**src/rtl/shift_unit_pkg.sv**
```systemverilog
// rtl/shift_unit_pkg.sv - shared op and state encodings for the sequential shift unit
package shift_unit_pkg;

    typedef enum logic [1:0] {
        SH_SLL = 2'd0,
        SH_SRL = 2'd1,
        SH_SRA = 2'd2,
        SH_ROR = 2'd3
    } sh_op_e;

    typedef enum logic [1:0] {
        ST_IDLE  = 2'd0,
        ST_SHIFT = 2'd1,
        ST_DONE  = 2'd2
    } sh_state_e;

endpackage

```
**src/rtl/shift_unit_step.sv**
```systemverilog
// rtl/shift_unit_step.sv - one partial shift of k (0..STEP) positions; rotate only with SHIFT_UNIT_ROTATE_EN
module shift_unit_step #(
    parameter int WIDTH = 32,
    parameter int STEP  = 4,
    parameter int KW    = $clog2(STEP + 1)
) (
    input  logic [WIDTH-1:0] data_i,
    input  logic [KW-1:0]    k_i,
    input  logic [1:0]       op_i,
    input  logic             fill_i,
    output logic [WIDTH-1:0] data_o
);
    import shift_unit_pkg::*;

    localparam logic [WIDTH-1:0] ONES = '1;

`ifdef SHIFT_UNIT_ROTATE_EN
    logic [WIDTH-1:0] rot_w;

    // Rotate-right: shifting a doubled copy pulls the low bits into the top
    assign rot_w = WIDTH'({data_i, data_i} >> k_i);
`endif

    // Select shift flavour; SRA ORs in the latched sign over the vacated MSBs
    always_comb begin
        data_o = data_i;
        case (op_i)
            SH_SLL: data_o = data_i << k_i;
            SH_SRL: data_o = data_i >> k_i;
            SH_SRA: data_o = (data_i >> k_i) | (fill_i ? ~(ONES >> k_i) : '0);
`ifdef SHIFT_UNIT_ROTATE_EN
            SH_ROR: data_o = rot_w;
`else
            SH_ROR: data_o = data_i >> k_i;
`endif
            default: data_o = data_i;
        endcase
    end

endmodule

```
**src/rtl/shift_unit_seq.sv**
```systemverilog
// rtl/shift_unit_seq.sv - multi-cycle shift unit, STEP bits per clock, handshaked (macro SHIFT_UNIT_ROTATE_EN)
module shift_unit_seq #(
    parameter int  WIDTH = 32,
    parameter int  STEP  = 4,
    localparam int SHW   = $clog2(WIDTH)
) (
    input  logic             clk,
    input  logic             rst_n,
    input  logic             in_valid,
    output logic             in_ready,
    input  logic [WIDTH-1:0] in_data,
    input  logic [SHW-1:0]   in_shamt,
    input  logic [1:0]       in_op,
    output logic             out_valid,
    input  logic             out_ready,
    output logic [WIDTH-1:0] out_data,
    output logic             busy
);
    import shift_unit_pkg::*;

    localparam int           KW     = $clog2(STEP + 1);
    localparam logic [SHW:0] STEP_W = (SHW + 1)'(STEP);

    sh_state_e        state_q, state_d;
    logic [WIDTH-1:0] data_q, data_d;
    logic [SHW-1:0]   rem_q, rem_d;
    logic [1:0]       op_q, op_d;
    logic             sign_q, sign_d;

    logic [KW-1:0]    step_k;
    logic [SHW-1:0]   step_rem;
    logic [WIDTH-1:0] step_out;

    // Amount for this cycle is min(STEP, remaining); remaining after the step follows
    always_comb begin
        if ({1'b0, rem_q} > STEP_W) begin
            step_k   = KW'(STEP);
            step_rem = rem_q - SHW'(STEP);
        end else begin
            step_k   = KW'(rem_q);
            step_rem = '0;
        end
    end

    shift_unit_step #(
        .WIDTH (WIDTH),
        .STEP  (STEP),
        .KW    (KW)
    ) u_step (
        .data_i (data_q),
        .k_i    (step_k),
        .op_i   (op_q),
        .fill_i (sign_q),
        .data_o (step_out)
    );

    // Next-state and datapath updates: accept in IDLE, shift in SHIFT, hold in DONE
    always_comb begin
        state_d = state_q;
        data_d  = data_q;
        rem_d   = rem_q;
        op_d    = op_q;
        sign_d  = sign_q;
        case (state_q)
            ST_IDLE: begin
                if (in_valid) begin
                    data_d  = in_data;
                    rem_d   = in_shamt;
                    op_d    = in_op;
                    sign_d  = in_data[WIDTH-1];
                    state_d = (in_shamt == '0) ? ST_DONE : ST_SHIFT;
                end
            end
            ST_SHIFT: begin
                data_d = step_out;
                rem_d  = step_rem;
                if (step_rem == '0) begin
                    state_d = ST_DONE;
                end
            end
            ST_DONE: begin
                if (out_ready) begin
                    state_d = ST_IDLE;
                end
            end
            default: state_d = ST_IDLE;
        endcase
    end

    // State and working registers; reset abandons any transaction in flight
    always_ff @(posedge clk or negedge rst_n) begin
        if (!rst_n) begin
            state_q <= ST_IDLE;
            data_q  <= '0;
            rem_q   <= '0;
            op_q    <= 2'd0;
            sign_q  <= 1'b0;
        end else begin
            state_q <= state_d;
            data_q  <= data_d;
            rem_q   <= rem_d;
            op_q    <= op_d;
            sign_q  <= sign_d;
        end
    end

    assign in_ready  = (state_q == ST_IDLE);
    assign out_valid = (state_q == ST_DONE);
    assign busy      = (state_q != ST_IDLE);
    assign out_data  = data_q;

endmodule

```
**config.mk**
```make
export PLATFORM = sky130hd
export DESIGN_NAME = shift_unit_seq
export DESIGN_NICKNAME = d
export VERILOG_FILES = /design/src/rtl/shift_unit_pkg.sv /design/src/rtl/shift_unit_step.sv /design/src/rtl/shift_unit_seq.sv
export SDC_FILE = /design/constraint.sdc
export NUM_CORES = 1
export LEC_CHECK = 0
export ABC_AREA = 1
export BUFFER_PORTS_ARGS = -buffer_cell sky130_fd_sc_hd__buf_2
export CORE_MARGIN = 2
export CORE_UTILIZATION = 55
export CTS_CLUSTER_SIZE = 40
export DETAILED_ROUTE_END_ITERATION = 10
export GPL_ROUTABILITY_DRIVEN = 0
export HOLD_SLACK_MARGIN = 0.12
export PLACE_DENSITY = 0.78
export SLEW_MARGIN = 25
export SYNTH_ARGS = -nofsm -noshare
export SYNTH_HDL_FRONTEND = slang
export SYNTH_SLANG_ARGS = --single-unit
```
**constraint.sdc**
```tcl
create_clock -name clk -period 4.2 [get_ports clk]
set_input_delay 0.84 -clock clk [delete_from_list [all_inputs] [get_ports clk]]
set_output_delay 0.84 -clock clk [all_outputs]
set_load 0.02 [all_outputs]
```
==> reports/metrics.cfg, run 1 <==
[min_path]
min_path_type=flip-flop to flip-flop
min_from=op_q[1]

[place]
io_buffers=77
place_hpwl_um=10200

[clocking]
clkTransAtPathRegs_ns=0.10
cts_tree=done
cts_root_buf=clkbuf_8
ctsResizeCount=0
postCtsSetupRepairBufs=0
insertion_delay_ns=0.31
ctsHoldBuffers=0
cts_max_level=2
cts_buffer_depth=2
cts_buffers=5
clock_sinks=42

[synth]
synth_most_common_cell=nand2_1
ys_seq_elements=42
synthTopCellsByCount=nand2_1 (286), nand3_1 (272), nor2_1 (116)
syn_area_mm2=0.00472
synth_edf_count=0
ys_types=28
async_reset_ff_share_pct=100
syn_area_per_cell_um2=5.35
synth_nets=927
ys_seq_area_share_pct=22.3
syn_inst=882
synth_area_leader_cell=nand3_1
synthFlopType=dfrtp_1
netlist_top_cells_area=nand3_1 (29%), nand2_1 (23%), dfrtp_1 (22%)
ys.warnings.count=0
synth_top_area_share_pct=28.8

[setup_path]
crit_type=flip-flop to flip-flop
cp_data_required_time_ns=4.40
worst-path-stages=13
crit_top_cell=nand2_1
critPathArrivalTime_ns=3.51
critical_path.endpoint=out_data[15]
cp_top_family=simple AND/OR/NAND/NOR gates
crit_start=rem_q[3]
crit_slowest_cell=nand2_2
worstPathMaxFanout=35
slowest_delay_ns=0.57
cp-end-kind=flip-flop
rrSetupSlack_ns=0.89
crit_buf_inv=2
critPathLaunchType=flip-flop
r2r-start=rem_q[3]
rr_worst_depth=13
r2r_end=out_data[15]
crit_chain=inv_1, ha_1, nand3_1, nand2_2, nand2_2, nand2_1, inv_1, nand3_1, nand2_1, nor2_1, nand2_1, nand2_1, nand2_1

[sta]
worstMarginPinSlew_ns=1.06
slew_violations=0
finalHoldViolCount=0
post-route-min-period_ns=3.31
fin_setup_tns_ns=0
setup_viol=0
max_freq_mhz=302
finalCritPeriodShare_pct=78.8
slew_headroom_pct=29.4
timing.hold.ws_ns=0.496
grt_setup_unrepaired=no
clock_skew_ns=0.0101

[floorplan]
die_w_um=96.7
io_pins=78
die_area_mm2=0.00934
row_count=33
initial_core_util_pct=57.2
core_mm2=0.00826
die_h_um=96.7

[route]
vias=6119
drt-initial-drc-count=745
vias_per_cell=5.97
routed_wl_um=15000
dr.pass1.iters=6
ant_nets=0
wl_per_cell_um=14.6
drc=0

[final_layout]
fin_util_pct=62.5
drive_gt1_share_pct=11.6
diodes=0
fin_nets=964
fillCellCount=852
areaGrowthSynthToFinish_pct=9.25

[global_routing]
first_global_vias=5587
overflow=0
antenna_found_initial=0
track_usage_pct=31.9
grt_pass1_wl_um=25700
grt_max_degree=63

[status]
status=finished clean

[job]
cap_violations=0

-- per-stage QoR --
step	setup slack (ns)	cell area [µm²]	cells
2_1_floorplan	2.32	4720	882
5_1_grt	0.629	5160	1025
6_report	0.890	5160	1025
3_5_place_dp	1.02	5040	1017
3_3_place_gp	1.14	5040	1017
4_1_cts	0.996	5160	1025
-- worst min-delay path, cell delays in order, from the launching register on --
cell and delay (ns):
dfrtp_1 0.36, nand2_1 0.06, nand2_1 0.05
-- metal layers --
metal  up-vias  part of all wire [%]  global-route usage [%]
met5         -                     0                       0
met4         0                   2.6                    11.6
met3        47                    10                    4.91
met2       411                    45                    50.9
met1      2720                    42                    43.9
li1       2941                     -                       -
-- cells in the final DEF (no fill, tap or decap), types with 2 or more instances in the layout --
master	Yosys	final
inv_2	7	7
nand3_1	272	272
clkbuf_8	0	5
a21oi_1	9	9
buf_2	28	76
nor2_1	116	116
o21ai_0	13	13
clkinvlp_4	0	2
nand3b_1	2	2
nor2_4	3	3
inv_1	54	54
ha_1	2	2
o21ai_1	4	4
o211ai_1	3	3
dfrtp_1	42	42
buf_4	3	8
nand2_1	286	286
nand2_2	3	3
nand4_1	3	3
-- final cells by class --
class / count / area [µm²] / share of cell area [%]
Clock buffer: 5 / 68.8 / 1.33
Clock inverter: 3 / 45.0 / 0.873
Inverter: 61 / 229 / 4.44
Multi-Input combinational cell: 725 / 3190 / 61.9
Sequential cell: 42 / 1050 / 20.4
Tap cell: 105 / 131 / 2.55
Timing Repair Buffer: 84 / 440 / 8.54
-- flip-flops by register name (all words and copies together), names as in the netlist --
| signal | count |
|---|---|
| state_q | 2 |
| rem_q | 5 |
| out_data | 32 |
| sign_q | 1 |
| op_q | 2 |
-- worst min path at each step --
stage                     endpoint  slack (ns)  cells past startpoint
final                      op_q[1]        0.50                      2
after global routing       op_q[0]        0.54                      2
after CTS                  op_q[1]        0.49                      2
after detailed placement   op_q[1]        0.47                      2
after global placement     op_q[1]        0.46                      2
after floorplan            op_q[1]        0.44                      2
-- cells by family after synthesis --
group	after synthesis	share of synthesized area [%]
and+or+nand+nor	690	63.2
DFF	42	22.3
adders and majority gates	2	0.530
xor gates and xnor gates	1	0.186
buffers and inverters	115	10.1
AOI/OAI and AO/OA	32	3.66
Power of run 1 is left out: the tool's default activity adds up to more than one toggle a clock period on the data nets, which glitch-free logic cannot reach.
==> inputs of run 2 (changes only) <==
Settings changed: CORE_UTILIZATION 55 to 53, PLACE_DENSITY 0.78 to 0.79.
Clock period 4.2 ns to 2.7 ns, I/O delays scaled along.
==> run 2 against run 1 <==
  * Hold slack lost 0.27 ns
  * Die area up 3.6%
  * Global-route usage shrank 1.7 points
  * Via count shrank 2.0%
  * Critical path depth decreased by 1
  * Largest cell class unchanged
  * Highest routed layer unchanged
==> reports/metrics.cfg, run 2 (same netlist as run 1, synthesis figures left out) <==
[place]
io_buffers=77  ; unchanged
place_hpwl_um=10300  ; +0.23%

[clocking]
cts_buffers=5  ; unchanged
cts_max_level=2  ; unchanged
postCtsSetupRepairBufs=0  ; unchanged
insertion_delay_ns=0.31  ; about the same
cts_buffer_depth=2  ; unchanged
ctsResizeCount=0  ; unchanged
ctsHoldBuffers=0  ; unchanged
clkTransAtPathRegs_ns=0.09  ; about the same
cts_tree=done
clock_sinks=42  ; unchanged
cts_root_buf=clkbuf_8

[setup_path]
worstPathMaxFanout=33  ; -5.7%
cp_data_required_time_ns=2.92  ; -1.48 ns
rr_worst_depth=12  ; -1
crit_type=flip-flop to flip-flop
crit_slowest_cell=dfrtp_1
crit_chain=inv_1, ha_1, nand3_1, nand2_2, buf_4, nand3_1, inv_1, nand2_1, o21ai_1, nor2_1, nand2_1, nand2_1
critPathArrivalTime_ns=2.48  ; -1.03 ns
r2r_end=out_data[31]
r2r-start=rem_q[3]
critPathLaunchType=flip-flop
slowest_delay_ns=0.38  ; -0.19 ns
rrSetupSlack_ns=0.44  ; -0.45 ns
cp-end-kind=flip-flop
crit_top_cell=nand2_1

[floorplan]
initial_core_util_pct=54.4  ; -2.8 points
io_pins=78  ; unchanged
die_area_mm2=0.00968  ; +3.6%
core_mm2=0.00868  ; +5.1%
die_h_um=98.4  ; +1.8%
row_count=34  ; +3.0%
die_w_um=98.4  ; +1.8%

[sta]
slew_violations=0  ; unchanged
finalCritPeriodShare_pct=83.7  ; +4.9 points
slew_headroom_pct=58.4  ; +29 points
worstMarginPinSlew_ns=0.624  ; -0.434 ns
setup_viol=0  ; unchanged
grt_setup_unrepaired=no
max_freq_mhz=442  ; +46%
finalHoldViolCount=0  ; unchanged
clock_skew_ns=0.00703  ; -0.00311 ns
fin_setup_tns_ns=0  ; unchanged
timing.hold.ws_ns=0.229  ; -0.267 ns
post-route-min-period_ns=2.26  ; -1.05 ns

[route]
routed_wl_um=14700  ; -1.6%
ant_nets=0  ; unchanged
vias=5999  ; -2.0%
dr.pass1.iters=5  ; -1
vias_per_cell=5.76  ; -3.6%
wl_per_cell_um=14.1  ; -3.2%
drt-initial-drc-count=706  ; -5.2%
drc=0  ; unchanged

[final_layout]
final_cell_mix=nand2_1 (284), nand3_1 (272), nor2_1 (116)
areaGrowthSynthToFinish_pct=11.6
diodes=0  ; unchanged
largest_register_ffs=32  ; unchanged
fin_nets=978  ; +1.5%
drive_gt1_share_pct=13.3  ; +1.6 points
mostFrequentLayoutCell=nand2_1

[global_routing]
grt_max_degree=58  ; -7.9%
antenna_found_initial=0  ; unchanged
overflow=0  ; unchanged
first_global_vias=5246  ; -6.1%
grt_pass1_wl_um=24500  ; -4.7%
track_usage_pct=30.3  ; -1.7 points

[status]
status=finished clean

[job]
cap_violations=0  ; unchanged

[min_path]
min_path_type=input pin to asynchronous set/reset pin

[run 2: area by class of cell]
cell class | instances | area, µm²
fill | 902 | 3410
clock inverter | 3 | 45.0
tap | 108 | 135
timing repair buffer | 98 | 543
multi-input combinational | 725 | 3200
inverter | 61 | 229
sequential | 42 | 1050
clock buffer | 5 | 68.8
[run 2: stage by stage]
stage	cells	utilization, %	setup slack (ns)	area [µm²]
after floorplan	882	-	0.824	4720
after global placement	1034	59.4	0.581	5160
after detailed placement	1034	59.4	0.492	5160
after CTS	1042	60.7	0.470	5270
after global routing	1042	60.7	0.213	5270
final	1042	60.7	0.440	5270
[run 2: worst max path at each step]
| stage | from | endpoint | slack [ns] | depth (start not counted) |
|---|---|---|---|---|
| floorplan | state_q[1] | out_data[28] | 0.82 | 11 |
| global placement | rem_q[3] | out_data[18] | 0.58 | 14 |
| detailed placement | rem_q[3] | out_data[31] | 0.49 | 12 |
| CTS | rem_q[3] | out_data[31] | 0.47 | 12 |
| global route | rem_q[3] | out_data[30] | 0.21 | 12 |
| finish | rem_q[3] | out_data[31] | 0.44 | 12 |
[run 2: worst max-delay path, delay by kind of cell, from the launching register on]
kind / cells / cell delay [ns]
buffers and inverters: 3 / 0.69
AND/OR/NAND/NOR: 7 / 0.67
flip-flops: 1 / 0.38
AO/OA/AOI/OAI: 1 / 0.24
adder cells (fa/ha/maj): 1 / 0.16
[run 2: per-layer routing]
layer  wire length [µm]  global-route usage [%]  vias up
met5                  0                       0        -
met4                235                    7.06        0
met3               1620                    6.37       28
met2               6710                    48.4      360
met1               6170                    42.2     2632
li1                   -                       -     2979
Power of run 2 is left out for the same reason.
